File: config.mk
export PLATFORM = sky130hd
export DESIGN_NAME = alt_seq_gen
export DESIGN_NICKNAME = d
export VERILOG_FILES = /design/src/rtl/alt_seq_pkg.sv /design/src/rtl/alt_seq_gen.sv
export SDC_FILE = /design/constraint.sdc
export NUM_CORES = 1
export LEC_CHECK = 0
export BUFFER_PORTS_ARGS = -buffer_cell sky130_fd_sc_hd__buf_2
export CAP_MARGIN = 20
export CORE_UTILIZATION = 40
export DETAILED_ROUTE_END_ITERATION = 12
export HOLD_SLACK_MARGIN = 0.1
export PLACE_DENSITY = 0.62
export RECOVER_POWER = 100
export SETUP_SLACK_MARGIN = 0.02
export SKIP_LAST_GASP = 1
export SYNTH_ARGS = -nofsm -noshare
export SYNTH_HDL_FRONTEND = slang
export SYNTH_SLANG_ARGS = --single-unit
File: constraint.sdc
create_clock -name clk -period 6.45 [get_ports clk]
set_clock_uncertainty 0.2 [all_clocks]
set_input_delay 1.6125 -clock clk [delete_from_list [all_inputs] [get_ports clk]]
set_output_delay 1.6125 -clock clk [all_outputs]
set_load 0.02 [all_outputs]
File: src/rtl/alt_seq_pkg.sv
// Shared types and helpers for the alternating-bit stream generator.
// Holds the FSM encoding plus the bit-sequencing and verdict rules.
package alt_seq_pkg;

   localparam int unsigned LEN_W_DEF = 8;

   typedef enum logic [1:0] {
      ST_IDLE = 2'd0,
      ST_RUN  = 2'd1,
      ST_DONE = 2'd2
   } state_e;

   // Wide enough for any LEN_W instance; callers zero-extend.
   typedef logic [31:0] idx_t;

   function automatic logic next_bit(
      input logic prev,
      input idx_t idx,
      input logic inj_en,
      input idx_t inj_pos
   );
      return (inj_en && (idx == inj_pos)) ? prev : ~prev;
   endfunction

   // Index 0 cannot corrupt (checker ignores it) and indices >= len never appear.
   function automatic logic expect_ok_calc(
      input idx_t len,
      input logic inj_en,
      input idx_t inj_pos
   );
      return !(inj_en && (inj_pos >= 32'd1) && (inj_pos < len));
   endfunction

endpackage

File: src/rtl/alt_seq_gen.sv
// Alternating-bit serial source with optional single-bit repeat injection.
// Also predicts the verdict a downstream alternation checker should give.
module alt_seq_gen
   import alt_seq_pkg::*;
#(
   parameter int unsigned LEN_W = LEN_W_DEF
) (
   input  logic             clk,
   input  logic             rst,
   input  logic             start,
   input  logic [LEN_W-1:0] len,
   input  logic             first_bit,
   input  logic             inj_en,
   input  logic [LEN_W-1:0] inj_pos,
   input  logic             out_ready,
   output logic             out_bit,
   output logic             out_valid,
   output logic [LEN_W-1:0] bit_idx,
   output logic             busy,
   output logic             done,
   output logic             expect_ok
);

   state_e           state_q, state_d;
   logic [LEN_W-1:0] len_q, len_d;
   logic             inj_en_q, inj_en_d;
   logic [LEN_W-1:0] inj_pos_q, inj_pos_d;
   logic             out_bit_q, out_bit_d;
   logic             out_valid_q, out_valid_d;
   logic [LEN_W-1:0] bit_idx_q, bit_idx_d;
   logic             expect_ok_q, expect_ok_d;

   logic [LEN_W-1:0] idx_inc;
   logic             xfer;
   logic             last_bit;

   assign idx_inc  = bit_idx_q + LEN_W'(1);
   assign xfer     = out_valid_q && out_ready;
   assign last_bit = (bit_idx_q == (len_q - LEN_W'(1)));

   always_comb begin
      state_d     = state_q;
      len_d       = len_q;
      inj_en_d    = inj_en_q;
      inj_pos_d   = inj_pos_q;
      out_bit_d   = out_bit_q;
      out_valid_d = out_valid_q;
      bit_idx_d   = bit_idx_q;
      expect_ok_d = expect_ok_q;

      unique case (state_q)
         ST_IDLE: begin
            if (start) begin
               len_d       = len;
               inj_en_d    = inj_en;
               inj_pos_d   = inj_pos;
               expect_ok_d = expect_ok_calc(32'(len), inj_en, 32'(inj_pos));
               if (len != '0) begin
                  state_d     = ST_RUN;
                  out_valid_d = 1'b1;
                  out_bit_d   = first_bit;
                  bit_idx_d   = '0;
               end else begin
                  state_d = ST_DONE;
               end
            end
         end
         ST_RUN: begin
            if (xfer) begin
               if (last_bit) begin
                  state_d     = ST_DONE;
                  out_valid_d = 1'b0;
                  out_bit_d   = 1'b0;
                  bit_idx_d   = '0;
               end else begin
                  bit_idx_d = idx_inc;
                  out_bit_d = next_bit(out_bit_q, 32'(idx_inc),
                                       inj_en_q, 32'(inj_pos_q));
               end
            end
         end
         ST_DONE: begin
            state_d = ST_IDLE;
         end
         default: begin
            state_d     = ST_IDLE;
            out_valid_d = 1'b0;
            bit_idx_d   = '0;
         end
      endcase
   end

   always_ff @(posedge clk) begin
      if (rst) begin
         state_q     <= ST_IDLE;
         len_q       <= '0;
         inj_en_q    <= 1'b0;
         inj_pos_q   <= '0;
         out_bit_q   <= 1'b0;
         out_valid_q <= 1'b0;
         bit_idx_q   <= '0;
         expect_ok_q <= 1'b1;
      end else begin
         state_q     <= state_d;
         len_q       <= len_d;
         inj_en_q    <= inj_en_d;
         inj_pos_q   <= inj_pos_d;
         out_bit_q   <= out_bit_d;
         out_valid_q <= out_valid_d;
         bit_idx_q   <= bit_idx_d;
         expect_ok_q <= expect_ok_d;
      end
   end

   assign out_bit   = out_bit_q;
   assign out_valid = out_valid_q;
   assign bit_idx   = bit_idx_q;
   assign busy      = (state_q == ST_RUN);
   assign done      = (state_q == ST_DONE);
   assign expect_ok = expect_ok_q;

endmodule

======== Word-level counts from Yosys, hierarchy flattened ========
Index checks and enable logic that the tools add are counted.
word-level totals
  output and inout bits ................... 13
  logic and storage cells ................. 57
  bits of input ports ..................... 22
  register bits ........................... 30
operators by class
  bitwise operators ....................... 2
  $add $sub $neg .......................... 2
  reduce and logical (&&, ||, !) cells .... 13
  eq/ne operators ......................... 9
  order comparisons ....................... 2
  muxes and demuxes ....................... 21
operator list
  kind                                                                                 count
  8-bit 2-to-1 mux                                                                     4
  8-bit case mux with 3 select lines                                                   1
  8-bit == test                                                                        2
  5-bit AND reduction                                                                  2
  1-bit 2-to-1 mux                                                                     9
  8-bit by 1-bit adder with 8-bit output, second input constant                        1
  8-bit by 1-bit greater-or-equal comparator with 1-bit output, second input constant  1
  8-bit less-than comparator                                                           1
  2-bit 2-to-1 mux                                                                     4
  8-bit nonzero test                                                                   1
  8-bit by 1-bit subtractor with 8-bit output, second input constant                   1
  1-bit logical AND                                                                    4
  2-bit by 1-bit != test with 1-bit output, second input constant                      2
  2-bit != test, second input constant                                                 2
  2-bit case mux with 2 select lines                                                   1
  4-bit AND reduction                                                                  1
  3-bit != test, second input constant                                                 1
  1-bit case mux with 3 select lines                                                   1
  3-bit AND reduction                                                                  1
  2-bit by 1-bit == test with 1-bit output, second input constant                      1
  2-bit == test, second input constant                                                 1
  2-bit zero test                                                                      1
  1-bit NOT                                                                            2
  1-bit case mux with 2 select lines                                                   1
  other kinds (3)                                                                      3

======== Depth between registers and ports, before layout ========
  depth after elaboration ................. 7
  depth in mapped cells ................... 9
  mapped depth without buffers ............ 8

======== Worst setup path after synthesis ========
Ideal clock, no wire load.
  path type ............................... input port to flip-flop
  from .................................... in len[3]
  to ...................................... reg bit_idx_q[2], in the netlist bit_idx[2]
  data required time ...................... 6.118 ns
  slack ................................... 2.831 ns
  library setup time ...................... 0.132 ns
  stages on the path ...................... 8
  buffers on the path ..................... 1
  arrival time ............................ 3.287 ns
  cells stage by stage .................... or4_1 -> nor2_1 -> nor2_1 -> o21ai_0 -> clkbuf_1 -> nor3b_1 -> o21bai_1 -> a21oi_1
on the way
  longest elaborated chain between the ends .. 3
ends and longest elaborated chain
  item                                  line                source
  from (decl)                           alt_seq_gen.sv:11   input logic [LEN_W-1:0] len,
  8-bit nonzero test                    alt_seq_gen.sv:58   if (len != '0) begin
  2-bit != test (no source line)        -
  4-bit AND reduction (no source line)  -
  to (signal assigned)                  alt_seq_gen.sv:110  bit_idx_q <= bit_idx_d;
  to (decl)                             alt_seq_gen.sv:30   logic [LEN_W-1:0] bit_idx_q, bit_idx_d;
No other way between the ends.
A chain may end at the register's enable or synchronous reset.

======== Worst setup path after layout ========
  from .................................... reg len_q[0]
  to ...................................... reg out_bit_q, in the netlist out_bit
on the way
  longest elaborated chain between the ends .. 5
  elaborated cells on any way between the ends .. 7
  classes of those cells .................. add/sub (1); eq/ne (2); mux (3); reduce/logical (1)
ends and longest elaborated chain
  item                                           line                source
  from (decl)                                    alt_seq_gen.sv:25   logic [LEN_W-1:0] len_q, len_d;
  from (signal assigned)                         alt_seq_gen.sv:105  len_q <= len_d;
  8-bit by 1-bit subtractor with 8-bit output *  alt_seq_gen.sv:39   assign last_bit = (bit_idx_q == (len_q - LEN_W'(1)));
  8-bit == test *                                alt_seq_gen.sv:39
  1-bit 2-to-1 mux                               alt_seq_gen.sv:70   if (last_bit) begin
  1-bit 2-to-1 mux                               alt_seq_gen.sv:69   if (xfer) begin
  1-bit case mux with 2 select lines             alt_seq_gen.sv:51   unique case (state_q)
  to (signal assigned)                           alt_seq_gen.sv:108  out_bit_q <= out_bit_d;
  to (decl)                                      alt_seq_gen.sv:28   logic out_bit_q, out_bit_d;
Mark *: on every way between the ends. The rest lies on a longest branch, timed or not. The select of a mux whose other input is x is not followed.

==> impl_metrics.env <==
export IMPL_max_slew_margin_rel_pct=-34.7
export IMPL_synth_cell_types=43
export IMPL_path_max_fanout=13
export IMPL_ir_drop_mv=0.127
export IMPL_critPathBufInv=0
export IMPL_path_clk_slew_ps=70
export IMPL_cts_inserted_buffers=5
export IMPL_rows=24
export IMPL_placed_cells=321
export IMPL_leakage_nw=0.840
export IMPL_drc=0
export IMPL_antenna_found_initial=0
export IMPL_regArea_sq_um=601
export IMPL_final_nets=308
export IMPL_multiInputGateArea_sq_mm=0.00118
export IMPL_cp_cell_sequence="or4_1 > or4_1 > o311ai_0 > a31oi_2 > o41ai_1 > o221a_1 > o221a_1"
export IMPL_cts_setup_buffers=0
export IMPL_die_w_microns=71.1
export IMPL_grt_pass1_vias=1640
export IMPL_die_y_microns=71.1
export IMPL_powerDensity_mw_per_mm2=250
export IMPL_period_needed_ps=4250
export IMPL_clock_latency_ps=290
export IMPL_cp_top_family="compound AO/OA/AOI/OAI gates"
export IMPL_dp_hpwl_microns=3370
export IMPL_tightest_slew_ps=1990
export IMPL_fmaxAchievable_mhz=235
export IMPL_synthTopCellsByArea="dfxtp_1 31%, nand2_1 10%, a21oi_1 7.3%"
export IMPL_outcome="complete, but fails checks"
export IMPL_crit_slowest_cell="o41ai_1"
export IMPL_final_hold_viol_count=0
export IMPL_netlist_instances=249
export IMPL_grt_max_degree=31
export IMPL_drt_pass1_iter_count=6
export IMPL_ant_nets=0
export IMPL_synth_most_common_cell="nand2_1"
export IMPL_maxSlewViolCount=14
export IMPL_start_kind="flop"
export IMPL_drive_gt1_share_pct=15.1
export IMPL_grt_usage_pct=20.3
export IMPL_end_kind="flop"
export IMPL_total_power_uw=538
export IMPL_syn_area_per_cell_sq_um=7.68
export IMPL_cts_num_sinks=30
export IMPL_vias=1772
export IMPL_rsz0062_at_grt="false"
export IMPL_num_antenna_cells=0
export IMPL_maxCapViolCount=1
export IMPL_io_pins=35
export IMPL_setup_viol=0
export IMPL_violations="max-capacitance violations, max-slew violations"
export IMPL_tns_ps=0
export IMPL_layout_cells_non_filler=330
export IMPL_cts_resized=0
export IMPL_max_stage_delay_ps=1680
export IMPL_cts_tree="yes"
export IMPL_synth_area_sq_mm=0.00191
export IMPL_cp_required_ps=6480
export IMPL_synth_nets=280
export IMPL_holdBufCountCts=0
export IMPL_clockBufferDepth=2
export IMPL_root_buffer="clkbuf_8"
export IMPL_design_core_area_sq_mm=0.00447
export IMPL_place_area_sq_mm=0.00209
export IMPL_die_area_sq_mm=0.00506
export IMPL_via_per_inst=5.37
export IMPL_yosys_top_cells_count="52 x nand2_1, 30 x dfxtp_1, 28 x a21oi_1"
export IMPL_synth_ff_type="dfxtp_1"
export IMPL_grt_pass1_wl_microns=7970
export IMPL_finalCritPeriodShare_pct=65.8
export IMPL_yosysSeqAreaShare_pct=31.4
export IMPL_gp_congestion=0.777
export IMPL_synth_edf_count=0
export IMPL_grt_overflow_total=0
export IMPL_htree_levels=2
export IMPL_synth_top_area_cell="dfxtp_1"
export IMPL_path_class="reg2reg"
export IMPL_stdcell_area_sq_mm=0.00215
export IMPL_port_buffers=34
export IMPL_wl_per_cell_microns=13.9
export IMPL_totalWireLength_microns=4580
export IMPL_min_path_type="reg2reg"
export IMPL_area_growth_synth_to_final_pct=12.6
export IMPL_ys_ff_latch=30
export IMPL_first_iter_violations=125
export IMPL_worstPathArrival_ps=4280
export IMPL_initial_utilization_pct=42.7
export IMPL_yosysTopAreaCellShare_pct=31.4
export IMPL_fillers=477
export IMPL_yosys_warnings=0
export IMPL_async_flop_share_pct=0
==> worst paths after layout <==
path                                       startpoint                     to  slack, ps  depth (start not counted)
worst max register to register  len_q[0]$_SDFFE_PP0P_   out_bit$_SDFFE_PP0P_       2200                          7
worst max-delay path            len_q[0]$_SDFFE_PP0P_   out_bit$_SDFFE_PP0P_       2200                          7
worst min register to register  len_q[7]$_SDFFE_PP0P_  len_q[7]$_SDFFE_PP0P_        270                          2
worst min-delay path            len_q[7]$_SDFFE_PP0P_  len_q[7]$_SDFFE_PP0P_        270                          2
==> metal layers <==
| metal | vias up | routed length [microns] | GRT usage [%] |
|---|---|---|---|
| li1 | 915 | - | - |
| met1 | 801 | 2230 | 26.9 |
| met2 | 42 | 2030 | 30.8 |
| met3 | 14 | 171 | 3.99 |
| met4 | 0 | 145 | 11.6 |
| met5 | - | 0 | 0 |
==> layout by cell type, fill, tap and decap left out, types with 2 or more instances in the layout <==
cell,Yosys,layout
nor4_1,3,3
o221a_1,2,2
a21o_1,4,4
clkbuf_8,0,6
inv_1,12,12
nand2_1,52,52
a21o_2,5,5
ha_1,9,9
o211ai_1,3,3
nand2b_1,3,3
a21oi_1,28,28
xor2_1,5,5
nor3_1,2,2
buf_2,2,21
nor2b_1,6,6
o21ai_0,7,7
nor3b_1,2,2
or4_1,4,4
buf_4,0,2
clkbuf_1,12,14
or3_2,2,2
nor2_1,9,9
a311oi_1,2,2
xnor2_1,14,14
nand3_1,7,7
o31ai_1,2,2
or3_1,5,5
dfxtp_1,30,30
==> registers in the layout, indices dropped and copies added (netlist names) <==
signal	cells
expect_ok	1
state_q	2
out_valid	1
inj_en_q	1
inj_pos_q	8
bit_idx	8
out_bit	1
len_q	8
==> cells by family (layout without fill, tap and decap cells) <==
group / Yosys count / count (layout) / share of synthesized area, %
adders and majority gates: 9 / 9 / 5.89
AOI/OAI and AO/OA: 63 / 63 / 22.9
DFF: 30 / 30 / 31.4
buffers and inverters: 27 / 56 / 5.82
xor gates and xnor gates: 19 / 19 / 8.70
and+or+nand+nor: 101 / 101 / 25.3
==> cell type report <==
cell class / count / area share, %
sequential: 30 / 27.9
inverter: 12 / 2.09
tap: 52 / 3.02
multi-input combinational: 192 / 54.9
timing repair buffer: 36 / 7.85
clock buffer: 7 / 4.01
clock inverter: 1 / 0.233
==> power by group <==
part / internal (mW) / total [mW] / switching, mW
Clock: 0.0860 / 0.161 / 0.0752
Combinational: 0.0601 / 0.151 / 0.0914
Sequential: 0.204 / 0.225 / 0.0214
==> stage by stage <==
| stage | hold WS, ps | utilization, % | setup WS, ps |
|---|---|---|---|
| 6_report | 269 | 48.1 | 2200 |
| 5_1_grt | 291 | 48.1 | 1760 |
| 4_1_cts | 273 | 48.7 | 3140 |
| 3_5_place_dp | 264 | 46.7 | 2830 |
| 3_3_place_gp | 260 | 46.7 | 2860 |
| 2_1_floorplan | 237 | - | 2830 |
==> worst reg2reg max path, stage by stage, from the launching register on <==
cell	delay, ps
dfxtp_1	350
or4_1	660
or4_1	500
o311ai_0	120
a31oi_2	80
o41ai_1	1680
o221a_1	430
o221a_1	180
Note: power is estimated with default switching activity, not from simulation.
